$ cat config.mk
export PLATFORM = sky130hd
export DESIGN_NAME = uart_rx_8n1
export DESIGN_NICKNAME = d
export VERILOG_FILES = /design/src/rtl/uart_rx_8n1.sv
export SDC_FILE = /design/constraint.sdc
export NUM_CORES = 1
export LEC_CHECK = 0
export CAP_MARGIN = 20
export CORE_MARGIN = 8
export CORE_UTILIZATION = 46
export DETAILED_ROUTE_END_ITERATION = 7
export DONT_BUFFER_PORTS = 1
export PLACE_DENSITY = 0.57
export SETUP_SLACK_MARGIN = 0.05
export SLEW_MARGIN = 40
export SYNTH_ARGS = -nofsm -noshare
export SYNTH_HDL_FRONTEND = slang
export SYNTH_SLANG_ARGS = --single-unit
$ cat constraint.sdc
create_clock -name clk_50m -period 7.1 [get_ports clk_50m]
set_clock_uncertainty 0.2 [all_clocks]
set_input_delay 1.42 -clock clk_50m [delete_from_list [all_inputs] [get_ports clk_50m]]
set_output_delay 1.42 -clock clk_50m [all_outputs]
set_load 0.02 [all_outputs]
$ cat src/rtl/uart_rx_8n1.sv
// uart_rx_8n1: 8N1 UART receiver.
// Two-flop synchronises the serial pin, detects the start edge and samples
// mid-bit from that edge. A good stop bit publishes the byte with a
// one-cycle rx_done. A bad stop bit pulses rx_frame_err and leaves rx_data untouched.
module uart_rx_8n1 #(
  parameter int unsigned CLK_FREQ  = 50_000_000,
  parameter int unsigned BAUD_RATE = 115200
) (
  input  logic       clk_50m,
  input  logic       reset_n,
  input  logic       uart_rxd,
  output logic [7:0] rx_data,
  output logic       rx_done,
  output logic       rx_frame_err,
  output logic       rx_busy
);

  localparam int unsigned BIT_CNT = CLK_FREQ / BAUD_RATE;
  localparam int unsigned HALF    = BIT_CNT / 2;
  localparam int unsigned CNT_W   = $clog2(BIT_CNT) + 1;

  // Counter values at which a sample is taken. The counter is 0 in the cycle
  // after t0, so value K is reached K+1 cycles after t0.
  localparam logic [CNT_W-1:0] BIT_LAST  = CNT_W'(BIT_CNT - 1);
  localparam logic [CNT_W-1:0] HALF_LAST = CNT_W'(HALF - 1);

  typedef enum logic [1:0] {
    S_IDLE,
    S_START,
    S_DATA,
    S_STOP
  } state_t;

  state_t           r_state;
  state_t           w_state_nxt;

  logic             r_sync1;
  logic             r_rxd_s;
  logic             r_rxd_prev;
  logic             w_fall;

  logic [CNT_W-1:0] r_cyc_cnt;
  logic [CNT_W-1:0] w_cyc_cnt_nxt;
  logic [3:0]       r_bit_cnt;
  logic [3:0]       w_bit_cnt_nxt;
  logic [7:0]       r_shift;
  logic [7:0]       w_shift_nxt;
  logic [7:0]       r_data;
  logic [7:0]       w_data_nxt;
  logic             r_done;
  logic             w_done_nxt;
  logic             r_frame_err;
  logic             w_frame_err_nxt;

  logic             w_half_tick;
  logic             w_bit_tick;

  // Pin synchroniser plus one history flop for falling-edge detection.
  always_ff @(posedge clk_50m or negedge reset_n) begin
    if (!reset_n) begin
      r_sync1    <= 1'b1;
      r_rxd_s    <= 1'b1;
      r_rxd_prev <= 1'b1;
    end else begin
      r_sync1    <= uart_rxd;
      r_rxd_s    <= r_sync1;
      r_rxd_prev <= r_rxd_s;
    end
  end

  assign w_fall      = r_rxd_prev & ~r_rxd_s;
  assign w_half_tick = (r_cyc_cnt == HALF_LAST);
  assign w_bit_tick  = (r_cyc_cnt == BIT_LAST);

  // FSM state register.
  always_ff @(posedge clk_50m or negedge reset_n) begin
    if (!reset_n) begin
      r_state <= S_IDLE;
    end else begin
      r_state <= w_state_nxt;
    end
  end

  // Datapath registers: counters, shift register and output pulses.
  always_ff @(posedge clk_50m or negedge reset_n) begin
    if (!reset_n) begin
      r_cyc_cnt   <= '0;
      r_bit_cnt   <= '0;
      r_shift     <= '0;
      r_data      <= '0;
      r_done      <= 1'b0;
      r_frame_err <= 1'b0;
    end else begin
      r_cyc_cnt   <= w_cyc_cnt_nxt;
      r_bit_cnt   <= w_bit_cnt_nxt;
      r_shift     <= w_shift_nxt;
      r_data      <= w_data_nxt;
      r_done      <= w_done_nxt;
      r_frame_err <= w_frame_err_nxt;
    end
  end

  // Next-state and datapath decode. The counter is held at 0 in IDLE, so the
  // frame timebase starts at 0 in the cycle after the start edge. It restarts
  // at every sample point. Edges outside IDLE are ignored.
  always_comb begin
    w_state_nxt     = r_state;
    w_cyc_cnt_nxt   = r_cyc_cnt + CNT_W'(1);
    w_bit_cnt_nxt   = r_bit_cnt;
    w_shift_nxt     = r_shift;
    w_data_nxt      = r_data;
    w_done_nxt      = 1'b0;
    w_frame_err_nxt = 1'b0;

    unique case (r_state)
      S_IDLE: begin
        w_cyc_cnt_nxt = '0;
        w_bit_cnt_nxt = '0;
        if (w_fall) begin
          w_state_nxt = S_START;
        end
      end

      S_START: begin
        if (w_half_tick) begin
          w_cyc_cnt_nxt = '0;
          // High at mid start bit means a glitch: drop it silently.
          w_state_nxt   = r_rxd_s ? S_IDLE : S_DATA;
        end
      end

      S_DATA: begin
        if (w_bit_tick) begin
          w_cyc_cnt_nxt = '0;
          w_shift_nxt   = {r_rxd_s, r_shift[7:1]};
          if (r_bit_cnt == 4'd7) begin
            w_bit_cnt_nxt = '0;
            w_state_nxt   = S_STOP;
          end else begin
            w_bit_cnt_nxt = r_bit_cnt + 4'd1;
          end
        end
      end

      S_STOP: begin
        if (w_bit_tick) begin
          w_cyc_cnt_nxt = '0;
          w_state_nxt   = S_IDLE;
          if (r_rxd_s) begin
            w_data_nxt = r_shift;
            w_done_nxt = 1'b1;
          end else begin
            w_frame_err_nxt = 1'b1;
          end
        end
      end

      default: begin
        w_state_nxt = S_IDLE;
      end
    endcase
  end

  assign rx_data      = r_data;
  assign rx_done      = r_done;
  assign rx_frame_err = r_frame_err;
  assign rx_busy      = (r_state != S_IDLE);

endmodule
# == Word-level counts from Yosys, hierarchy flattened ==
# Cells that the tools add are included.
# word_totals
reg_bits,37
input_bits,3
out_inout_bits,11
elab_cells,52
# classes
addsub,2
n_eq_ne,11
n_mux,19
bitwise_logic,2
n_reduce_logical,8
# op_table
cell,n
$pmux 10 s3,1
$mux 10,2
$mux 2,6
$add 10x1->10 const B,1
$eq 10x8->1 const B,1
$eq 10x9->1 const B,1
$ne 2x2->1 const B,5
$mux 4,2
$pmux 2 s4,1
$pmux 4 s2,1
$mux 1,6
$reduce_and 5->1,1
$add 4x1->4 const B,1
$eq 2x2->1 const B,2
$eq 4x3->1 const B,1
$reduce_and 2->1,2
$reduce_bool 2->1,2
$reduce_and 3->1,1
$eq 2x1->1 const B,1
$logic_not 2->1,1
$reduce_or 2->1,1
$and 1x1->1,1
$not 1->1,1

# == Longest topological paths before layout ==
# logic_depth
ltp_word,4
ltp_mapped,7
depth_no_buf,6

# == Worst setup path before layout ==
# Ideal clock, no wire load.
# synth_timing
kind,register to output
startpoint,register with a tool-made name
endpoint,output rx_busy
arrival_ns,0.923
slack_ns,4.557
path_stages_with_launch,4
n_path_buf,1
cell_sequence,dfrtp_1 buf_1 nor2_1 inv_1
# synth_rtl
element,line_no,source
to (decl),15,output logic rx_busy

==> results.py <==
metrics = {
    "yosys": {
        "ys.flop_type": "dfrtp_1",
        "yosys-top-cells-area": "dfrtp_1, mux2_4, mux2_2, dfstp_2, ha_1",
        "yosys_warnings": 0,
        "syn_area_um2": 1700,
        "synth_nets": 145,
        "synth_top_area_share": 0.500,
        "synth_top_area_cell": "dfrtp_1",
        "syn-mean-instance-area_um2": 12.3,
        "synthCells": 138,
        "ys_seq_area_frac": 0.546,
        "synth-seq-cells": 37,
        "ys_types": 36,
        "synth_async_sr_flop_share": 1.00,
        "synth_edf_count": 0,
    },
    "route": {
        "vias": 1023,
        "drc": 0,
        "maxUsedRoutingLayer": "met4",
        "wl_met3_um": 150,
        "vias_per_cell": 5.41,
        "wl_um": 2900,
        "wl_per_cell_um": 15.3,
        "drtAntennaViolNets": 0,
        "wl_met2_um": 1280,
        "drt_first_pass_iters": 4,
        "drt-met1-wl_um": 1450,
        "drt-initial-drc-count": 56,
    },
    "clock_tree": {
        "cts-resized-gates": 0,
        "cts_tree": "built",
        "cts.sink_count": 37,
        "clkLatencyLatePin_ns": 0.28,
        "htree_num_levels": 2,
        "clk_path_buf_depth": 2,
        "cts_root_buf": "clkbuf_8",
        "clk_pin_slew_ns": 0.08,
        "post_cts_buffers": 0,
        "postCtsHoldBufs": 0,
        "numCtsBuffers": 5,
    },
    "sta": {
        "finalMaxSlewViolations": 0,
        "setup_viol": 0,
        "grt_setup_unrepaired": "false",
        "slew_headroom": 0.599,
        "worstMarginPinSlew_ns": 0.597,
        "finalHoldViolCount": 0,
        "max_freq_ghz": 0.352,
        "period_minus_slack_ns": 2.84,
        "min_period_over_period": 0.400,
        "setup_tns_ns": 0,
    },
    "setup_path": {
        "r2r_start": "r_cyc_cnt[1]",
        "crit_required_ns": 5.48,
        "r2r_cells": 6,
        "timing.rr.end": "rx_data[6]",
        "worstSetupStartpointType": "flop",
        "timing.critical_path.to_type": "output port",
        "regToRegSetupSlack_ns": 4.46,
        "worstPathArrival_ns": 1.22,
        "crit_fanout": 13,
        "worstSetupPathType": "flop to output port",
    },
    "final_layout": {
        "multi_input_area_um2": 724,
        "area_growth_pct": 8.30,
        "drive_above_1_share": 0.227,
        "seq_area_um2": 930,
        "diodes": 0,
        "stdcell_count": 189,
        "fin_nets": 147,
        "fillers": 320,
    },
    "run_status": {
        "outcome": "complete, no violations",
    },
    "power_and_ir_drop": {
        "power_density_nw_per_um2": 265,
        "leakagePower_nw": 0.841,
        "vdd_ir_drop_max_v": 0.000140,
    },
    "die": {
        "start_util": 0.472,
        "die_h_um": 76.8,
        "placementRows": 22,
        "dieArea_um2": 5910,
        "fp.dieW_um": 76.8,
        "boundaryPins": 14,
        "design.core.area_um2": 3610,
    },
    "placed_design": {
        "port_buffers": 0,
        "gp_congestion": 0.813,
        "dpl.hpwl_um": 1990,
        "dp.cells": 181,
    },
    "global_routing": {
        "overflow": 0,
        "grt_start_max_net_pins": 38,
        "grt_pass1_wl_um": 4910,
        "track_usage": 0.102,
        "grt_pass1_vias": 988,
        "grt_antenna_before_repair": 0,
    },
    "run": {
        "maxCapViolCount": 0,
    },
    "worst_hold_path": {
        "hp-start": "r_sync1",
        "worst_hold_path.endpoint": "r_rxd_s",
        "hold_depth": 0,
        "worstHoldPathType": "flop to flop",
    },
}
-- worst max-delay path by stage --
stage,startpoint,endpoint,slack (ns),cells past startpoint
after global placement,r_cyc_cnt[1],rx_data[6],4.50,6
after detailed placement,r_cyc_cnt[1],rx_data[6],4.48,6
after floorplan,flop,rx_busy,4.56,3
after CTS,flop,rx_busy,4.24,2
after global routing,flop,rx_busy,4.16,2
final,flop,rx_busy,4.26,2
-- critical path, stage by stage, from the launching register on --
cell	delay (ns)
dfrtp_1	0.52
nor2_1	0.25
inv_1	0.16
-- placed cells by master (no fill, tap or decap), drive strengths merged, types with 2 or more instances in the layout --
cell / count
xnor2: 5
clkbuf: 5
a31oi: 3
inv: 4
o21ai: 2
nor2: 14
nor4: 2
a21oi: 5
xor2: 3
nor3b: 2
dfrtp: 34
nand3: 6
ha: 4
nand2: 7
mux2: 16
dfstp: 3
nand3b: 2
nor3: 6
nand2b: 2
nand4: 3
-- cell usage after synthesis (2+ instances only) --
| master | number |
|---|---|
| buf_6 | 2 |
| a31oi_1 | 3 |
| nand2_1 | 7 |
| nor3b_1 | 2 |
| xor2_1 | 3 |
| nor2_1 | 13 |
| nand3b_1 | 2 |
| mux2_2 | 8 |
| xnor2_1 | 5 |
| dfstp_2 | 3 |
| nand3_1 | 6 |
| nor3_1 | 6 |
| nand4_1 | 3 |
| ha_1 | 4 |
| a21oi_1 | 4 |
| o21ai_0 | 2 |
| mux2_4 | 8 |
| nand2b_1 | 2 |
| clkbuf_1 | 2 |
| dfrtp_1 | 34 |
| inv_1 | 4 |
-- registers in the layout, indices dropped and copies added (netlist names), named ones only --
signal / flops
r_bit_cnt: 4
r_sync1: 1
r_cyc_cnt: 10
r_state: 1
rx_done: 1
r_shift: 8
rx_data: 8
rx_frame_err: 1
r_rxd_s: 1
r_rxd_prev: 1
-- area by class of cell --
| type | count | area share |
|---|---|---|
| clock buffers | 5 | 0.0373 |
| clock inverters | 3 | 0.0251 |
| inverters | 4 | 0.00814 |
| multi-input cells | 92 | 0.393 |
| flip-flops and latches | 37 | 0.504 |
| well taps | 48 | 0.0326 |
-- report_power, final --
part	internal [mW]	total [mW]	switching, mW
Combinational	0.0253	0.0591	0.0339
Clock	0.105	0.183	0.0777
Sequential	0.225	0.247	0.0212
-- logic make-up after synthesis --
| logic type | count (synthesis) | share of synthesized area |
|---|---|---|
| and+or+nand+nor | 49 | 0.168 |
| buffers and inverters | 9 | 0.0287 |
| AOI/OAI and AO/OA | 15 | 0.0639 |
| adders and majority gates | 4 | 0.0294 |
| DFF | 37 | 0.546 |
| muxes | 16 | 0.123 |
| xor gates and xnor gates | 8 | 0.0411 |
-- per-stage QoR --
step / cell area [um^2] / hold WS (ns) / utilization / setup WS [ns] / total power, mW
CTS: 1840 / 0.161 / 0.511 / 4.24 / 0.493
floorplan: 1700 / 0.145 / - / 4.56 / 0.297
global placement: 1730 / 0.150 / 0.480 / 4.50 / 0.308
detailed placement: 1730 / 0.149 / 0.480 / 4.48 / 0.308
global route: 1840 / 0.165 / 0.511 / 4.16 / 0.512
finish: 1840 / 0.161 / 0.511 / 4.26 / 0.489
-- routing by layer --
| metal | vias up | track usage |
|---|---|---|
| li1 | 488 | - |
| met1 | 504 | 0.138 |
| met2 | 29 | 0.144 |
| met3 | 2 | 0.0466 |
| met4 | 0 | 0.0231 |
| met5 | - | 0 |
No activity file was read; power rests on OpenSTA's default activity.
